===== src/rtl/bus_memory.sv =====
`default_nettype none
// ============================================================================
//  Module   : bus_memory
//  Purpose  : 64-byte memory / I/O responder for the 6-bit-address, 8-bit-data
//             CPU bus. Holds program and data RAM, one synchronized input
//             port, one output port register, and a boot loader that streams
//             bytes into RAM after reset while holding the CPU in reset.
//  Ports    : clk, reset          - clock, synchronous active-high reset
//             addr, rw, wdata     - CPU bus request (rw: 1 = read, 0 = write)
//             rdata               - registered read data
//             in_port             - asynchronous external input byte
//             out_port,out_strobe - output port register and write pulse
//             load_valid/data/last, load_ready - loader byte stream
//             cpu_reset           - reset to the CPU, active-high
//  Revision : 1.0 - initial release
// ============================================================================
module bus_memory #(
  parameter bit         LOAD_EN  = 1'b1,
  parameter logic [5:0] IN_ADDR  = 6'd62,
  parameter logic [5:0] OUT_ADDR = 6'd63
) (
  input  logic       clk,
  input  logic       reset,
  input  logic [5:0] addr,
  input  logic       rw,
  input  logic [7:0] wdata,
  output logic [7:0] rdata,
  input  logic [7:0] in_port,
  output logic [7:0] out_port,
  output logic       out_strobe,
  input  logic       load_valid,
  input  logic [7:0] load_data,
  input  logic       load_last,
  output logic       load_ready,
  output logic       cpu_reset
);

  typedef enum logic [0:0] {
    S_LOAD = 1'b0,
    S_RUN  = 1'b1
  } state_t;

  localparam state_t     c_RESET_STATE = LOAD_EN ? S_LOAD : S_RUN;
  // Last loader address: the two top locations are shadowed by I/O.
  localparam logic [5:0] c_LAST_PTR    = 6'd61;

  state_t     r_state;
  state_t     w_state_nxt;
  logic       w_accept;
  logic       w_load_ready;
  logic [5:0] r_ptr;
  logic       r_cpu_reset;

  logic [7:0] r_mem [0:63];

  logic [7:0] r_in_meta;
  logic [7:0] r_in_sync;
  logic [7:0] r_rdata;
  logic [7:0] r_out_port;
  logic       r_out_strobe;
  logic       r_rw_q;

  logic       w_run;
  logic       w_bus_wr;
  logic       w_hit_in;
  logic       w_hit_out;
  logic [7:0] w_rd_mux;

  // --------------------------------------------------------------------------
  // Loader state machine
  // --------------------------------------------------------------------------
  always_ff @(posedge clk) begin
    if (reset) begin
      r_state <= c_RESET_STATE;
    end else begin
      r_state <= w_state_nxt;
    end
  end

  always_comb begin
    w_state_nxt  = r_state;
    w_accept     = 1'b0;
    w_load_ready = 1'b0;
    case (r_state)
      S_LOAD: begin
        w_load_ready = 1'b1;
        w_accept     = load_valid;
        if (w_accept && (load_last || (r_ptr == c_LAST_PTR))) begin
          w_state_nxt = S_RUN;
        end
      end
      S_RUN: begin
        w_state_nxt = S_RUN;
      end
      default: begin
        w_state_nxt = c_RESET_STATE;
      end
    endcase
  end

  always_ff @(posedge clk) begin
    if (reset) begin
      r_ptr       <= 6'd0;
      r_cpu_reset <= 1'b1;
    end else begin
      if (w_accept) begin
        r_ptr <= r_ptr + 6'd1;
      end
      // One edge of lag behind the state: CPU leaves reset the edge after RUN.
      r_cpu_reset <= (r_state == S_LOAD);
    end
  end

  // --------------------------------------------------------------------------
  // Bus decode
  // --------------------------------------------------------------------------
  assign w_run     = (r_state == S_RUN);
  assign w_bus_wr  = w_run && !rw;
  assign w_hit_in  = (addr == IN_ADDR);
  assign w_hit_out = (addr == OUT_ADDR);

  always_comb begin
    w_rd_mux = r_mem[addr];
    if (w_hit_in) begin
      w_rd_mux = r_in_sync;
    end else if (w_hit_out) begin
      w_rd_mux = r_out_port;
    end
  end

  // RAM: single write port shared by loader and CPU (never both active,
  // since the loader only writes in LOAD and the bus only in RUN).
  always_ff @(posedge clk) begin
    if (w_accept) begin
      r_mem[r_ptr] <= load_data;
    end else if (w_bus_wr && !w_hit_in && !w_hit_out) begin
      r_mem[addr] <= wdata;
    end
  end

  // --------------------------------------------------------------------------
  // Registered bus outputs and I/O
  // --------------------------------------------------------------------------
  always_ff @(posedge clk) begin
    if (reset) begin
      r_in_meta    <= 8'd0;
      r_in_sync    <= 8'd0;
      r_rdata      <= 8'd0;
      r_out_port   <= 8'd0;
      r_out_strobe <= 1'b0;
      r_rw_q       <= 1'b1;
    end else begin
      r_in_meta <= in_port;
      r_in_sync <= r_in_meta;
      // rw_q stays at "read" in LOAD so the first RUN write still strobes.
      r_rw_q    <= w_run ? rw : 1'b1;
      // Strobe only on the first cycle of a multi-cycle store.
      r_out_strobe <= w_bus_wr && w_hit_out && r_rw_q;
      if (w_run) begin
        r_rdata <= w_rd_mux;
      end
      if (w_bus_wr && w_hit_out) begin
        r_out_port <= wdata;
      end
    end
  end

  assign rdata      = r_rdata;
  assign out_port   = r_out_port;
  assign out_strobe = r_out_strobe;
  assign load_ready = w_load_ready;
  assign cpu_reset  = r_cpu_reset;

endmodule
`default_nettype wire


===== config.mk =====
export PLATFORM = sky130hd
export DESIGN_NAME = bus_memory
export DESIGN_NICKNAME = d
export VERILOG_FILES = /design/src/rtl/bus_memory.sv
export SDC_FILE = /design/constraint.sdc
export NUM_CORES = 1
export LEC_CHECK = 0
export BUFFER_PORTS_ARGS = -buffer_cell sky130_fd_sc_hd__buf_2
export CAP_MARGIN = 20
export CORE_MARGIN = 5
export CORE_UTILIZATION = 60
export DETAILED_ROUTE_END_ITERATION = 16
export PLACE_DENSITY = 0.77
export SLEW_MARGIN = 20
export SYNTH_ARGS = -nofsm -noshare
export SYNTH_HDL_FRONTEND = slang
export SYNTH_SLANG_ARGS = --single-unit

===== constraint.sdc =====
create_clock -name clk -period 3.4 [get_ports clk]
set_input_delay 0.68 -clock clk [delete_from_list [all_inputs] [get_ports clk]]
set_output_delay 0.68 -clock clk [all_outputs]
set_load 0.05 [all_outputs]

==> results.ini, run 1 <==
[setup_path]
crit_type=input port to flip-flop
worstPathCellList=buf_2 -> and3_1 -> a31oi_4 -> buf_4 -> mux2_2 -> nand2_1 -> nor2_1
arrival_ps=2800
worstPathRequired_ps=3620
cp_slowest_cell=nor2_1
worstPathMaxFanout=12
max_stage_delay_ps=680
reg2reg_depth=6
rr_endpoint=r_mem[32][4]
cp-start-kind=input port
rrSetupSlack_ps=830
worstReg2RegStart=r_state
cp-endpoint=r_mem[32][4]
end_kind=flip-flop
crit_start=addr[3]

[routing]
wl_um=50740
drt_iter0_drc=1276
drt_first_pass_iters=6
wire_per_inst_um=27.80
antenna_left=0
vias_per_cell=6.534
drc=0
num_vias=11930

[placed_design]
dp_hpwl_um=31630
gp_congestion=0.9387
io_buffers=53

[cells_and_area]
final_util_pct=68.78
fillCellCount=2202
drive_gt1_share_pct=26.82
fin_nets=1352
num_antenna_cells=0
areaGrowthSynthToFinish_pct=13.71

[yosys]
yosysSeqAreaShare_pct=73.58
synth_top_area_share_pct=69.76
synthArstFlopShare_pct=0
synth-seq-cells=554
yosysMostFrequentCell=edfxtp_1
syn_inst=1167
synth_area_leaders=edfxtp_1 70%, mux4_2 9.5%, dfxtp_1 3.8%
ys_warn_count=0
avgSynthCellArea_um2=18.88
syn-cell-area_mm2=0.02204
synth_commonest_cells=512 x edfxtp_1, 95 x nor2_1, 93 x mux4_2
yosysTopAreaCell=edfxtp_1
synth.distinct_cells=57
synth_flop_cell=edfxtp_1
syn_nets=1204
synth_edf_count=512

[timing]
finalCritPeriodShare_pct=75.78
slew_violations=0
worst_pin_slew_ps=914.1
fin_crit_ps=2576
fin_tns_setup_ps=0
setup_viol=0
rsz0062_at_grt=false
whs_ps=327.4
skew_ps=16.35
hold_viol=0
max_freq_ghz=0.3881
slew_headroom_pct=38.84

[clock_tree]
post_cts_buffers=0
cts_htree_levels=2
ctsHoldBuffers=0
clock-sinks=554
cts-root-buf=clkbuf_16
clkTransAtPathRegs_ps=60
postCtsResizedCells=0
clock_latency_ps=590
cts_tree=built
cts_buffer_depth=3
cts_buffers=54

[die]
dieArea_mm2=0.04066
die_h_um=201.7
start_util_pct=60.49
io_pins=54
design.core.area_mm2=0.03643
die-width_um=201.7
fp-row-count=70

[pwr]
power_mw=14.19
leakage_nw=8.367
ir_drop_v=0.0003858
power.density_mw_per_mm2=566.2

[run]
drv_cap=0

[outcome]
outcome=finished, final reports clean

[global_routing]
grt_pass1_wl_um=76940
grt_use_total_pct=25.27
grt_pass1_vias=11920
grt_overflow=0
antenna_found_initial=1
grt_max_degree=65

[worst_hold_path]
hold_path_depth=2
hold_class=input port to flip-flop

[cells by family (layout without fill, tap and decap cells)]
| group | Yosys count | in the layout | share of synthesized area, % |
|---|---|---|---|
| flops | 554 | 554 | 73.58 |
| simple gates | 242 | 242 | 5.252 |
| mux | 174 | 174 | 15.01 |
| compound gates | 116 | 116 | 3.736 |
| buf+inv | 75 | 265 | 2.152 |
| xor+xnor | 4 | 4 | 0.1590 |
| fa+ha+maj | 2 | 2 | 0.1135 |
[flip-flops by register name, indices dropped and copies added (netlist names)]
register    flops
r_in_sync       8
out_strobe      1
r_in_meta       8
r_mem         512
rdata           8
r_rw_q          1
r_ptr           6
cpu_reset       1
out_port        8
r_state         1
[critical path, delay by kind of cell]
family	cells	cell delay, ps
simple gates	3	1190
buf+inv	2	330
mux	1	170
compound gates	1	410
[power breakdown]
group / switching [mW] / internal, mW / leakage [nW] / total (mW)
logic: 0.555 / 0.302 / 2.58 / 0.857
registers: 0.0213 / 7.53 / 4.95 / 7.56
clock network: 2.45 / 3.33 / 0.833 / 5.78
total: 3.03 / 11.2 / 8.37 / 14.2
[through the flow]
stage | cell area [µm²] | instances | setup WS [ps]
2_1_floorplan | 22040 | 1167 | 590.0
3_3_place_gp | 23350 | 1727 | 324.7
3_5_place_dp | 23350 | 1727 | 255.7
4_1_cts | 25060 | 1825 | 882.1
5_1_grt | 25060 | 1825 | 728.3
6_report | 25060 | 1825 | 823.6
[metal layers]
layer	part of all wire, %	GRT usage [%]	up-vias
met5	0	0	-
met1	39	35.59	6053
met3	9.5	5.560	129
met4	3.7	8.838	0
met2	48	39.92	706
li1	-	-	5037
[worst min path at each step]
stage / from / endpoint / slack, ps
finish: in_port[0] / r_in_meta[0] / 330
detailed placement: r_rw_q / out_strobe / 420
global route: in_port[0] / r_in_meta[0] / 320
global placement: r_rw_q / out_strobe / 410
floorplan: r_rw_q / out_strobe / 400
CTS: in_port[4] / r_in_meta[4] / 300
[area by class of cell]
cell class              count  area (µm²)  area share (%)
clock buffers              76        1515           6.046
clock inverters            22       192.7          0.7689
inverters                   6       22.52         0.08987
multi-input cells         538        5364           21.40
flip-flops and latches    554       16220           64.71
well taps                 468       585.6           2.337
repair buffers            161        1165           4.648
[cell usage in the layout (no fill, tap or decap), drive strengths merged, types with 3 or more instances in the layout]
master	netlist	routed
nand3	13	13
o22ai	12	12
nor4	3	3
and3	6	6
o21ai	10	10
o211ai	8	8
xor2	3	3
o221ai	7	7
mux4	116	116
nand2	49	49
nor4b	3	3
nor2	95	95
clkinv	0	14
buf	45	160
a31oi	6	6
dfxtp	42	42
bufinv	0	3
a211oi	6	6
mux2	23	23
clkbuf	24	77
nand4	7	7
o221a	6	6
edfxtp	512	512
nor3	9	9
a22oi	19	19
inv	6	9
a41o	4	4
nor2b	30	30
nand2b	8	8
and2	5	5
mux2i	35	35
a221oi	6	6
a21oi	25	25
or2	3	3
No activity file was read; power rests on OpenSTA's default activity.
==> run 2: changes to the inputs <==
==> constraint.sdc (replaced) <==
create_clock -name clk -period 2.5 [get_ports clk]
set_input_delay 0.5 -clock clk [delete_from_list [all_inputs] [get_ports clk]]
set_output_delay 0.5 -clock clk [all_outputs]
set_load 0.05 [all_outputs]
==> run 2 against run 1 <==
Against the previous run:
- setup slack got worse by 710 ps
- cell count increased by 4.2%
- sequential cell count unchanged
- first-iteration DRC count increased by 29%
- utilization increased by 2.5 points
- via count increased by 5.3%
==> results.ini, run 2 (synthesized netlist as in run 1, its figures left out) <==
[outcome]
outcome=finished, final reports clean

[timing]
slew_headroom_pct=43.74
max_freq_ghz=0.4190
slew_violations=0
rsz0062_at_grt=false
worst_pin_slew_ps=840.8
hold_viol=0
fin_tns_setup_ps=0
skew_ps=24.07
finalCritPeriodShare_pct=95.47
whs_ps=149.7
fin_crit_ps=2387
setup_viol=0

[routing]
antenna_left=0
drt_iter0_drc=1646
drc=0
num_vias=12550
wl_um=54180
drt_first_pass_iters=5
vias_per_cell=6.603
wire_per_inst_um=28.50

[clock_tree]
post_cts_buffers=0
cts_htree_levels=2
clock_latency_ps=580
cts-root-buf=clkbuf_16
cts_tree=built
clkTransAtPathRegs_ps=60
ctsHoldBuffers=0
cts_buffers=53
cts_buffer_depth=3
clock-sinks=554
postCtsResizedCells=0

[pwr]
ir_drop_v=0.0005193
leakage_nw=8.830
power.density_mw_per_mm2=738.7

[global_routing]
grt_max_degree=49
grt_use_total_pct=26.80
grt_pass1_vias=12750
antenna_found_initial=0
grt_overflow=0
grt_pass1_wl_um=81410

[cells_and_area]
num_antenna_cells=0
largest_register_ffs=512
layout_common_cells=512 x edfxtp_1, 154 x buf_4, 93 x mux4_2
final_area_mm2=0.02599
final_common_cell=edfxtp_1
fin_nets=1428
drive_gt1_share_pct=32.03
areaGrowthSynthToFinish_pct=17.92
top_register=r_mem

[setup_path]
critPathMostFrequentCell=buf_4
cp_num_buf_inv=2
reg2reg_depth=7
worstPathCellList=nor4bb_2 -> o21ai_0 -> o31ai_1 -> buf_4 -> nand2_1 -> nor2_2 -> buf_4
critPathTopFamily=simple AND/OR/NAND/NOR gates
worstPathMaxFanout=10
worstReg2RegStart=r_ptr[5]
crit_type=flip-flop to flip-flop
worstPathRequired_ps=2790
rrSetupSlack_ps=110
max_stage_delay_ps=550
cp-start-kind=flip-flop
cp_slowest_cell=dfxtp_1
end_kind=flip-flop
rr_endpoint=r_mem[41][4]
arrival_ps=2680

[run]
drv_cap=0

[die]
die_h_um=201.7
die-width_um=201.7
start_util_pct=60.49
io_pins=54
dieArea_mm2=0.04066
fp-row-count=70
design.core.area_mm2=0.03643

[worst_hold_path]
hold_class=input port to flip-flop
hp-start=in_port[6]
hold_path_depth=2
worstHoldEndpoint=r_in_meta[6]

[placed_design]
dpl_cell_area_mm2=0.02434
dp_hpwl_um=34060
gp_congestion=0.9519
io_buffers=53

run 2: cell types whose count changed in the layout (fill, tap and decap cells not counted), moves of 5 or more:
| cell | delta |
|---|---|
| clkbuf_8 | -5 |
| nor2_1 | -23 |
| nor2_2 | +23 |
| clkinv_1 | +5 |
| buf_4 | +50 |
| buf_12 | +27 |
run 2: layout make-up:
class / instances / area [µm²]
Inverter: 6 / 22.52
Tap cell: 468 / 585.6
Clock inverter: 26 / 193.9
Clock buffer: 71 / 1446
Multi-Input combinational cell: 538 / 5443
Sequential cell: 554 / 16220
Fill cell: 2084 / 10450
Timing Repair Buffer: 238 / 2081
run 2: power by group:
part	total [mW]	switching, mW	internal, mW
Sequential	10.3	0.0318	10.2
Clock	7.60	3.25	4.35
Combinational	1.33	0.803	0.523
run 2: per-stage QoR:
stage / power [mW] / setup slack, ps / util [%] / std cells
final: 19.20 / 113.2 / 71.33 / 1901
after floorplan: 11.18 / -130.0 / - / 1167
after CTS: 19.27 / 75.03 / 71.31 / 1901
after global placement: 11.73 / -222.0 / 66.81 / 1804
after global routing: 19.78 / 15.49 / 71.33 / 1901
after detailed placement: 11.76 / -277.8 / 66.81 / 1804
run 2: worst reg2reg max path, delay by kind of cell, from the launching register on:
family	cells	cell delay [ps]
AOI/OAI and AO/OA	2	470
and+or+nand+nor	3	760
buffers and inverters	2	330
DFF	1	550
run 2: how the worst max path moves through the flow:
| stage | startpoint | end | slack (ps) | cells past startpoint |
|---|---|---|---|---|
| 4_1_cts | r_ptr[5] | r_mem[41][4] | 80 | 7 |
| 3_5_place_dp | addr[0] | rdata[1] | -280 | 8 |
| 6_report | r_ptr[5] | r_mem[41][4] | 110 | 7 |
| 2_1_floorplan | addr[0] | r_mem[13][0] | -130 | 10 |
| 5_1_grt | r_ptr[5] | r_mem[44][7] | 20 | 7 |
| 3_3_place_gp | addr[0] | rdata[1] | -220 | 8 |
run 2: layer usage:
layer,vias up,global-route usage (%),wire (µm)
li1,5187,-,-
met1,6326,38.14,20750
met2,888,42.27,25560
met3,152,4.980,5495
met4,0,10.13,2374
met5,-,0,0
==> run 3: changes to the inputs <==
--- a/config.mk
+++ b/config.mk
@@ -11,6 +11,7 @@
 export CORE_UTILIZATION = 60
 export DETAILED_ROUTE_END_ITERATION = 16
 export PLACE_DENSITY = 0.77
+export RECOVER_POWER = 50
 export SLEW_MARGIN = 20
 export SYNTH_ARGS = -nofsm -noshare
 export SYNTH_HDL_FRONTEND = slang
==> run 3 against run 2 <==
Against the previous run:
- the flow now finishes with violations (capacitance limit, slew limit)
- maximum frequency increased by 0.18%
- sequential share of layout area rose by 0.84 points
- sequential cell count unchanged
- critical path depth increased by 1
- via count about the same
==> results.ini, run 3 (synthesized netlist as in run 1, its figures left out) <==
[outcome]
outcome=complete, but fails checks
violations=capacitance limit, slew limit

[clock_tree]
cts-root-buf=clkbuf_16
cts_tree=built
cts_buffers=53
cts_buffer_depth=3
clkTransAtPathRegs_ps=60
post_cts_buffers=0
cts_htree_levels=2
clock_latency_ps=580
clock-sinks=554

[worst_hold_path]
hold_class=input port to flip-flop

[pwr]
ir_drop_v=0.0005161
power.density_mw_per_mm2=746.2
leakage_nw=8.630
netSwitchingPower_mw=4.078
p_sw_share_pct=21.31
pwr-share-seq_pct=53.7
intPower_mw=15.06
clkPwrFrac_pct=39.7
power_mw=19.13
combPwrFrac_pct=6.6

[timing]
setup_viol=0
hold_viol=0
slew_violations=41
worst_pin_slew_ps=1808
finalCritPeriodShare_pct=95.30
fin_crit_ps=2383
max_freq_ghz=0.4197
rsz0062_at_grt=false
fin_tns_setup_ps=0
skew_ps=22.63
slew_headroom_pct=-20.53

[setup_path]
rrSetupSlack_ps=120
crit_type=input port to flip-flop
crit_start=addr[0]
worstReg2RegStart=r_state
cp_num_buf_inv=3
reg2reg_depth=6
critPathTopFamily=buffers and inverters
worstPathMaxFanout=18
cp-start-kind=input port
arrival_ps=2760
worstPathCellList=clkbuf_8 -> clkbuf_4 -> clkbuf_2 -> mux4_2 -> a22oi_1 -> nand3_1 -> nand2_1 -> o22ai_1
max_stage_delay_ps=540
rr_endpoint=r_mem[31][1]
worstPathRequired_ps=2880
cp-endpoint=rdata[5]
crit_cells=8
end_kind=flip-flop
cp_slowest_cell=mux4_2

[global_routing]
grt_use_total_pct=26.80
grt_pass1_vias=12750
antenna_found_initial=0
grt_pass1_wl_um=81410
grt_overflow=0
grt_max_degree=49

[routing]
num_vias=12550
drt_first_pass_iters=6
vias_per_cell=6.603
drc=0
drt_iter0_drc=1606
wire_per_inst_um=28.53
antenna_left=0
wl_um=54240

[cells_and_area]
largest_register_ffs=512
num_antenna_cells=0
top_register=r_mem
drive_gt1_share_pct=29.52
fin_nets=1428
layout_common_cells=512 x edfxtp_1, 133 x buf_4, 93 x mux4_2
areaGrowthSynthToFinish_pct=16.34
final_common_cell=edfxtp_1

[placed_design]
io_buffers=53
gp_congestion=0.9519
dp_hpwl_um=34060

[die]
design.core.area_mm2=0.03643
io_pins=54
fp-row-count=70
die-width_um=201.7
die_h_um=201.7
start_util_pct=60.49
dieArea_mm2=0.04066

[run]
drv_cap=1

## run 3: changes by cell type in the layout (fill, tap and decap cells not counted), moves of 7 or more
cell      before  now
clkbuf_4       0   13
buf_12        33   15
buf_2         50   33
buf_4        154  133
clkbuf_1      15   40
mux2_1         0    7
clkbuf_2       0   18
## run 3: what timing repair did
action | 4_1_cts | 5_1_grt
setup endpoints to repair | 0 | 56
gates resized for setup | 0 | 1
hold buffers | 0 | 0
## run 3: area by class of cell
class                           instances  area [µm²]
Sequential cell                       554       16220
Clock buffer                           71        1446
Clock inverter                         26       193.9
Timing Repair Buffer                  238        1759
Tap cell                              468       585.6
Multi-Input combinational cell        538        5418
Fill cell                            2151       10790
Inverter                                6       22.52
## run 3: how the worst min path moves through the flow
| stage | startpoint | end | slack, ps | cells past startpoint |
|---|---|---|---|---|
| after floorplan | r_rw_q | out_strobe | 400 | 2 |
| after global placement | r_rw_q | out_strobe | 410 | 2 |
| after detailed placement | r_rw_q | out_strobe | 410 | 2 |
| after CTS | in_port[6] | r_in_meta[6] | 130 | 2 |
| after global routing | in_port[5] | r_in_meta[5] | 150 | 2 |
| final | in_port[6] | r_in_meta[6] | 150 | 2 |
## run 3: per-stage QoR
stage | worst slack (ps) | hold slack, ps | util [%] | area [µm²] | std cells
3_3_place_gp | -222.0 | 408.7 | 66.81 | 24340 | 1804
5_1_grt | 12.10 | 147.8 | 70.37 | 25640 | 1901
2_1_floorplan | -130.0 | 398.1 | - | 22110 | 1167
4_1_cts | 75.03 | 131.4 | 71.31 | 25980 | 1901
6_report | 117.5 | 145.1 | 70.37 | 25640 | 1901
3_5_place_dp | -277.8 | 413.8 | 66.81 | 24340 | 1804
## run 3: power by group through the flow
stage | Combinational (mW) | Clock [mW] | Sequential [mW]
floorplan | 0.688 | 0 | 10.5
global placement | 1.26 | 0 | 10.5
detailed placement | 1.29 | 0 | 10.5
CTS | 1.32 | 7.68 | 10.3
global route | 1.32 | 8.12 | 10.3
finish | 1.25 | 7.60 | 10.3
## run 3: routing by layer
metal  part of all wire [%]  track usage (%)  vias up
met5                      0                0        -
met2                     47            42.27      899
met3                     11            4.980      144
li1                       -                -     5194
met1                     38            38.14     6315
met4                    4.3            10.13        0
